==> src/rtl/contador_mod10_if.sv <==
// ---------------------------------------------------------------------------
// contador_mod10_if
// Signal bundle for the single-digit BCD down-counter contador_mod10.
//
// Signals:
//   loadn  synchronous parallel load, active-low (controller -> counter)
//   data   BCD value to load                     (controller -> counter)
//   en     count enable, active-high             (controller -> counter)
//   tc     terminal count / borrow to next digit (counter -> controller)
//   zero   high while the digit is 0             (counter -> controller)
//   ones   current BCD digit                     (counter -> controller)
//
// Modports:
//   master  the controller side that drives load/enable
//   slave   the counter side
// ---------------------------------------------------------------------------
interface contador_mod10_if;
    logic       loadn;
    logic [3:0] data;
    logic       en;
    logic       tc;
    logic       zero;
    logic [3:0] ones;

    modport master (
        output loadn,
        output data,
        output en,
        input  tc,
        input  zero,
        input  ones
    );

    modport slave (
        input  loadn,
        input  data,
        input  en,
        output tc,
        output zero,
        output ones
    );
endinterface

==> src/rtl/contador_mod10.sv <==
// ---------------------------------------------------------------------------
// contador_mod10
// Single-digit BCD down-counter (modulo 10), used as the "ones" digit of the
// countdown timer. Supports synchronous parallel load, count enable and an
// asynchronous clear. A combinational borrow (tc) lets a cascaded higher
// digit decrement on the same edge that wraps this digit from 0 to 9.
//
// Parameters:
//   RESET_VALUE  value of ones while/after clear; must be 0..9
//
// Ports:
//   clk    system clock, rising-edge active
//   clear  asynchronous active-high clear, forces ones to RESET_VALUE
//   bus    contador_mod10_if.slave:
//            loadn/data  synchronous load (load wins over count)
//            en          count enable
//            tc          en & loadn & (ones == 0)
//            zero        ones == 0
//            ones        registered BCD digit
//
// Build option:
//   CONTADOR_MOD10_CLAMP_EN  defined   -> a load of 10..15 stores 9
//                            undefined -> a load of 10..15 is ignored
// ---------------------------------------------------------------------------
module contador_mod10 #(
    parameter logic [3:0] RESET_VALUE = 4'd0
) (
    input  logic             clk,
    input  logic             clear,
    contador_mod10_if.slave  bus
);

    localparam logic [3:0] DIGIT_MAX = 4'd9;

    generate
        if (RESET_VALUE > DIGIT_MAX) begin : g_bad_reset_value
            $error("contador_mod10: RESET_VALUE must be in 0..9");
        end
    endgenerate

    logic [3:0] ones_q;
    logic [3:0] ones_d;
    logic       is_zero;
    logic       data_valid;

    assign is_zero    = (ones_q == 4'd0);
    assign data_valid = (bus.data <= DIGIT_MAX);

    // Load beats count beats hold. Out-of-range load data never reaches the
    // register, so ones stays within 0..9 in every mode.
    always_comb begin
        ones_d = ones_q;
        if (!bus.loadn) begin
            if (data_valid) begin
                ones_d = bus.data;
            end else begin
`ifdef CONTADOR_MOD10_CLAMP_EN
                ones_d = DIGIT_MAX;
`else
                ones_d = ones_q;
`endif
            end
        end else if (bus.en) begin
            ones_d = is_zero ? DIGIT_MAX : (ones_q - 4'd1);
        end
    end

    always_ff @(posedge clk or posedge clear) begin
        if (clear) begin
            ones_q <= RESET_VALUE;
        end else begin
            ones_q <= ones_d;
        end
    end

    assign bus.ones = ones_q;
    assign bus.zero = is_zero;
    // Borrow is suppressed during a load so a higher digit does not decrement
    // when this digit is being overwritten.
    assign bus.tc   = bus.en & bus.loadn & is_zero;

endmodule

==> src/flat_wrapper.sv <==
// flat-port wrapper written by rule: the top's interface ports become plain ports
module contador_mod10_flat 
#(
    parameter logic [3:0] RESET_VALUE = 4'd0
)
  (clk, clear, bus_loadn, bus_data, bus_en, bus_tc, bus_zero, bus_ones);
  contador_mod10_if bus_i ();
  input  logic clk;
  input  logic clear;
  input wire logic [$bits(bus_i.loadn)-1:0] bus_loadn;
  input wire logic [$bits(bus_i.data)-1:0] bus_data;
  input wire logic [$bits(bus_i.en)-1:0] bus_en;
  output wire logic [$bits(bus_i.tc)-1:0] bus_tc;
  output wire logic [$bits(bus_i.zero)-1:0] bus_zero;
  output wire logic [$bits(bus_i.ones)-1:0] bus_ones;
  assign bus_i.loadn = bus_loadn;
  assign bus_i.data = bus_data;
  assign bus_i.en = bus_en;
  assign bus_tc = bus_i.tc;
  assign bus_zero = bus_i.zero;
  assign bus_ones = bus_i.ones;
  contador_mod10 #(.RESET_VALUE(RESET_VALUE)) u_core (.clk(clk), .clear(clear), .bus(bus_i));
endmodule
==> config.mk <==
export PLATFORM = sky130hd
export DESIGN_NAME = contador_mod10_flat
export DESIGN_NICKNAME = d
export VERILOG_FILES = /design/src/rtl/contador_mod10_if.sv /design/src/rtl/contador_mod10.sv /design/src/flat_wrapper.sv
export SDC_FILE = /design/constraint.sdc
export NUM_CORES = 1
export LEC_CHECK = 0
export CAP_MARGIN = 30
export CORE_AREA = 2 2 39 41
export DETAILED_ROUTE_END_ITERATION = 8
export DIE_AREA = 0 0 41 43
export DONT_BUFFER_PORTS = 1
export SKIP_CTS_REPAIR_TIMING = 1
export SLEW_MARGIN = 40
export SYNTH_ARGS = -nofsm -noshare
export SYNTH_HDL_FRONTEND = slang
export SYNTH_SLANG_ARGS = --single-unit
==> constraint.sdc <==
create_clock -name clk -period 1.2 [get_ports clk]
set_input_delay 0.24 -clock clk [delete_from_list [all_inputs] [get_ports clk]]
set_output_delay 0.24 -clock clk [all_outputs]
set_load 0.01 [all_outputs]
Word-level counts from Yosys, hierarchy flattened --
Index checks and enable logic that the tools add are counted.
Word-level totals: input bits 8, bits in registers 4, output and inout bits 6, logic and storage cells 13
Cells by class: reductions and logical operators 3, multiplexer cells 4, order comparisons 1, $add $sub $neg 1, bitwise logic cells 2, equality and inequality tests 1
Operators with widths (count):
- 4-bit 2-to-1 mux | 4
- 4-bit <= comparator, second input constant | 1
- 4-bit zero test | 1
- 4-bit by 1-bit subtractor with 4-bit output, second input constant | 1
- 1-bit bitwise AND | 2
- 2-bit by 1-bit != test with 1-bit output, second input constant | 1
- 2-bit AND reduction | 1
- 2-bit nonzero test | 1

Depth between registers and ports, before layout --
Gate-level depths: netlist of the first run.
word-level depth 4, depth in mapped cells 4, gate-level depth less buffers 3

Least setup slack after synthesis of the first run --
Ideal clock, no wire load.
path type register to output, start register u_core.ones_q[0], in the netlist u_core.bus.ones[0], end output bus_zero, setup slack -0.017 ns, arrival time 0.977 ns, required time 0.960 ns, cell stages (with the launch flop) 3, buffers on the path 0, path through dfrtp_1 or2_4 nor3_1
On the way: word-level cells in the longest chain between the ends 1
Ends and longest elaborated chain:
- start: declaration | line contador_mod10.sv:41 | logic [3:0] ones_q;
- start signal: assignment | line contador_mod10.sv:72 | ones_q <= ones_d;
- 4-bit zero test | line contador_mod10.sv:46 | assign is_zero = (ones_q == 4'd0);
- end: declaration | line flat_wrapper.sv:14 | output wire logic [$bits(bus_i.zero)-1:0] bus_zero;
Every way passes these cells.

Worst setup path after layout of the first run --
start register u_core.ones_q[2], in the netlist u_core.bus.ones[2], end output bus_tc
On the way: word-level cells in the longest chain between the ends 2
Ends and longest elaborated chain:
- 4-bit zero test | line contador_mod10.sv:46
- 1-bit bitwise AND | line contador_mod10.sv:80 | assign bus.tc = bus.en & bus.loadn & is_zero;
- end: declaration | line flat_wrapper.sv:13 | output wire logic [$bits(bus_i.tc)-1:0] bus_tc;
Every way passes these cells.

==> results.toml, run 1 <==
[run_status]
status = "finished, violations left"
violations = "negative setup slack"

[route]
drt-initial-drc-count = 3
firstDrtPassIters = 2
ant_nets = 0
via_per_inst = 5.070
wl_per_cell_microns = 13.88
vias = 289
post-route-drc-count = 0
finalWirelength_microns = 791

[timing]
setup_tns_ps = -237.1
final.min_clock_period_ps = 1325
rsz0062_at_grt = "yes"
slew-limit-headroom = 0.7605
max_clock_freq_mhz = 754.5
hold_violations = 0
fin_ws_ps = -125.4
drv_slew = 0
clock_skew_ps = 2.536
hold_ws_ps = 94.07
timing.final.crit_share = 1.105
setup_violations = 2
tightest_slew_ps = 359.2

[final_layout]
multi_input_area_sq_um = 195.2
final_cell_mix = "buf_4 (6), nand2_1 (4), dfrtp_1 (4)"
final_area_sq_um = 396.6
final_common_cell = "buf_4"
seqCellArea_sq_um = 100.1
largest_reg_flops = 4
drive_gt1_frac = 0.3902
fillers = 150
n_antenna_cell = 0
final_net_count = 51
instances_no_fill = 57
area_growth_pct = 36.64
utilization = 0.2866

[synthesis]
syn-num-nets = 41
synthSimpleGateAreaFrac = 0.2716
yosys.cell_types.count = 22
synthAdderAreaFrac = 0
netlist_area_sq_um = 290.3
syn_area_per_cell_sq_um = 8.796
synthMuxAreaShare = 0.03448
synth_compound_area_frac = 0.2500
ys_seq_elements = 4
syn-instance-count = 33
synth_top_family_by_area = "simple AND/OR/NAND/NOR gates"
synthXorXnorAreaFrac = 0.03017
ys_seq_area_frac = 0.3448
yosys_warnings = 0

[min_path]
holdCritPathClass = "in2reg"
min_from = "bus_loadn"
min_path_cells = 1
holdPathEnd = "u_core.bus.ones[0]"

[worst_setup_path]
timing.rr.end = "u_core.bus.ones[3]"
path_max_fanout = 2
cp_num_buf_inv = 0
r2r_start = "u_core.bus.ones[2]"
reg2reg_depth = 4
cpPeakStageDelay_ps = 380
cp_top_family = "simple AND/OR/NAND/NOR gates"
path_class = "reg2out"
cpMaxStageDelayCell = "dfrtp_1"
cp-end-kind = "output pin"
crit_chain = "nor3_2 -> nand3_1 -> nor2_2"
r2r_setup_slack_ps = 60
worstSetupStartpointType = "flop"
required_ps = 960
cp.arrival_ps = 1090

[power]
vdd_drop_max_mv = 0.5294
p_leak_nw = 0.1664
power_density_nw_per_um2 = 1392

[flow_run]
cap_violations = 0

[clocking]
clock_latency_ps = 240
clk_pin_slew_ps = 40
htreeDepth = 1
clock_path_buffers = 2
clock-sinks = 4
cts_tree = "yes"
cts_buffers = 3
cts_root_buf = "clkbuf_4"

[floorplanning]
die_area_sq_um = 1763
core_sq_um = 1384
ios = 14
start_util = 0.2098
die_h_microns = 43
die_x_microns = 41
row_count = 14

[placement]
portBuffers = 0
place_congestion = 0.7346
dpl_cell_area_sq_um = 336.6
placed_cells = 52
hpwl_microns = 602.2

[global_routing]
grt_first_pass_wirelength_microns = 1207
grt_pass1_vias = 293
antenna_found_initial = 0
grt_usage = 0.1067
grt_max_degree = 13
grt_overflow = 0
## layer usage
metal,up-vias,share of wire,track usage
li1,138,-,-
met1,138,0.45,0.1104
met2,10,0.47,0.1531
met3,3,0.035,0.02618
met4,0,0.034,0.1200
met5,-,0,0
## synth_stat cells
cell type  number  area, sq um
a21oi_1         1        5.000
a22o_1          2        17.52
a22oi_1         1        7.510
a311oi_1        1        8.760
buf_2           1        5.000
buf_6           1        11.26
dfrtp_1         4        100.1
inv_1           1        3.750
mux2i_1         1        10.01
nand2_1         4        15.01
nand3_1         2        10.01
nand4_1         1        6.260
nor2_1          3        11.26
nor3_1          2        10.01
nor3_2          1        10.01
nor3b_1         1        7.510
o211ai_2        1        12.51
o21a_1          1        7.510
o21ai_0         1        5.000
o221ai_1        1        8.760
or2_4           1        8.760
xnor2_1         1        8.760
## worst max-delay path by stage
| stage | from | cells past startpoint | slack, ps | to |
|---|---|---|---|---|
| finish | u_core.bus.ones[2] | 3 | -130 | bus_tc |
| global route | u_core.bus.ones[1] | 3 | -190 | bus_tc |
| CTS | u_core.bus.ones[1] | 3 | -200 | bus_tc |
| detailed placement | u_core.bus.ones[1] | 4 | 40 | u_core.bus.ones[3] |
| global placement | u_core.bus.ones[1] | 4 | 70 | u_core.bus.ones[3] |
| floorplan | u_core.bus.ones[1] | 3 | 40 | bus_tc |
## cell type report
cell class,instances,share of cell area
sequential,4,0.2524
multi-input combinational,26,0.4921
tap,16,0.05047
timing repair buffer,7,0.1388
clock buffer,3,0.05678
inverter,1,0.009464
## where the power goes
group          switching, W  internal [W]
logic             0.0000870     0.0000951
registers         0.0000349      0.000158
clock network     0.0000645      0.000112
## cell families after synthesis
family / after synthesis
AO/OA/AOI/OAI: 9
XOR/XNOR: 1
buffers and inverters: 3
flip-flops: 4
multiplexers: 1
AND/OR/NAND/NOR: 15
## worst register-to-register path, stage by stage (launching register included)
cell,delay (ps)
dfrtp_1,380
nor3_2,200
buf_4,150
nand4_1,90
nor3b_2,190
## per-stage QoR
step / worst slack, ps / power, W
final: -125.4 / 0.0005520
after global routing: -190.0 / 0.0005821
after CTS: -203.4 / 0.0005369
after detailed placement: 40.39 / 0.0003561
after global placement: 74.50 / 0.0003541
after floorplan: 35.58 / 0.0002980
Power figures use the tool's default switching activity.
==> run 2, diff against run 1 <==
--- a/config.mk
+++ b/config.mk
@@ -7,6 +7,7 @@
 export LEC_CHECK = 0
 export CAP_MARGIN = 30
 export CORE_AREA = 2 2 39 41
+export CTS_CLUSTER_DIAMETER = 40
 export DETAILED_ROUTE_END_ITERATION = 8
 export DIE_AREA = 0 0 41 43
 export DONT_BUFFER_PORTS = 1
==> results of run 2 <==
Same layout as run 1: the final DEF is identical, and so are final timing and power.
==> patch: new RTL, config.mk and constraints of run 2 <==
Add a define of `CONTADOR_MOD10_CLAMP_EN`.
--- a/src/rtl/contador_mod10.sv
+++ b/src/rtl/contador_mod10.sv
@@ -22,6 +22,8 @@
 //   CONTADOR_MOD10_CLAMP_EN  defined   -> a load of 10..15 stores 9
 //                            undefined -> a load of 10..15 is ignored
 // ---------------------------------------------------------------------------
+`define CONTADOR_MOD10_CLAMP_EN
+
 module contador_mod10 #(
     parameter logic [3:0] RESET_VALUE = 4'd0
 ) (
Behaviour: not the same (Yosys sat finds a counterexample within 4 cycles, from zero or initial values).
==> patch against run 2 <==
The run still ends with negative setup slack left; sequential cell count stayed put; cell area fell by 6.3%; sequential share of layout area grew 2.0 points; setup slack worse by 0.038 ns; combinational power fell by 40%; wire length shrank 18%; largest power group unchanged; power is 19% lower; synthesized area is 18% lower.
==> patch: results (changes against run 2) <==
| Metric | Value |
|---|---|
| Count of endpoints failing setup in the final report | 2 (unchanged) |
| Status | finished, violations left |
| Net count after synthesis | 35 (-15%) |
| Number of global-route vias before repair | 235 (-20%) |
| Detail Route met2 WL | 313 µm (-17%) |
| Number of standard cells after synthesis | 27 (-18%) |
| Routed length per instance | 11.8 µm (-15%) |
| Routing usage on met3 | 3.66% (+1.0 points) |
| Summed negative setup slack over all endpoints | -0.251 ns (-0.0136 ns) |
| R2R setup slack | 0.03 ns (-0.03 ns) |
| Global-route wire length before repair | 876 µm (-27%) |
| DP Wirelength | 496 µm (-18%) |
| Power Internal | 0.000327 W (-10%) |
| Most instantiated cells after synthesis | dfrtp_1, inv_1, nand2_1, nor2_1 |
| Comb pwr share | 24.7% (-8.3 points) |
| Worst Skew | 0.000460 ns (-0.00208 ns) |
| Critical register-to-register path startpoint | u_core.bus.ones[0]$_DFFE_PP0P_ |
| Number of nets at the end of the flow | 49 (-3.9%) |
| Static power due to leakage | 0.170 nW (+1.9%) |
| Count of cells along the worst register-to-register path | 3 (-1) |
| Global-route total usage across every layer | 8.04% (-2.6 points) |
| Worst voltage drop across the vdd grid | 0.236 mV (-55%) |
| Number of filler cells placed in the layout | 158 (+5.3%) |
| Crit-path max cell delay | 0.42 ns (+0.04 ns) |
| Post-synthesis compound-gate area fraction | 20.9% (-4.1 points) |
| Violation count after the first detailed-route iteration | 5 (+2) |
| Violated checks | negative setup slack |
| Fraction of synthesized area in multiplexers | 0% (-3.4 points) |
| Share of total power in sequential cells | 38.3% (+3.4 points) |
| Seq/Total Area, Yosys | 41.9% (+7.4 points) |
| Crit-path max FO | 5 (+3) |
| Met2 layer usage reported by global route | 10.3% (-5.0 points) |
| Crit-path leading delay family | flip-flops |
| Per-cell via count in the routed design | 4.47 (-12%) |
| Placed Cells incl. Taps | 48 (-7.7%) |
| Fin worst setup slack | -0.164 ns (-0.0384 ns) |
| Placer congestion estimate | 0.709 (-3.5%) |
| Slew Limit Headroom | 79.6% (+3.5 points) |
| Largest net degree at the start of global routing | 11 (-2) |
| XOR/XNOR share of the synthesized area | 0% (-3.0 points) |
| Power after layout | 0.000446 W (-19%) |
| Data arrival time of the critical path | 1.12 ns (+0.03 ns) |
| Max FFs per register | 4 (unchanged) |
| Final routed wirelength across all metal layers | 650 µm (-18%) |
## patch: cell types whose count changed after synthesis, sizes merged, moves of 2 or more
cell	delta
a22o	-2
buf	-2
inv	+2
nor3	-3
## patch: through the flow
step / hold slack (ns) / utilization (%) / worst slack, ns / instance area (µm²)
after floorplan: 0.00608 / - / 0.0487 / 244
after global placement: 0.0213 / 22.1 / -0.00103 / 305
after detailed placement: 0.0215 / 22.1 / 0.0487 / 305
after CTS: -0.231 / 23.7 / -0.216 / 328
after global routing: 0.104 / 26.9 / -0.233 / 372
final: 0.114 / 26.9 / -0.164 / 372
## patch: final cells by class
| type | instances | area share (%) |
|---|---|---|
| Clock buffer | 3 | 6.06 |
| Tap cell | 16 | 5.39 |
| Inverter | 3 | 3.03 |
| Timing Repair Buffer | 10 | 21.9 |
| Multi-Input combinational cell | 19 | 36.4 |
| Sequential cell | 4 | 27.3 |
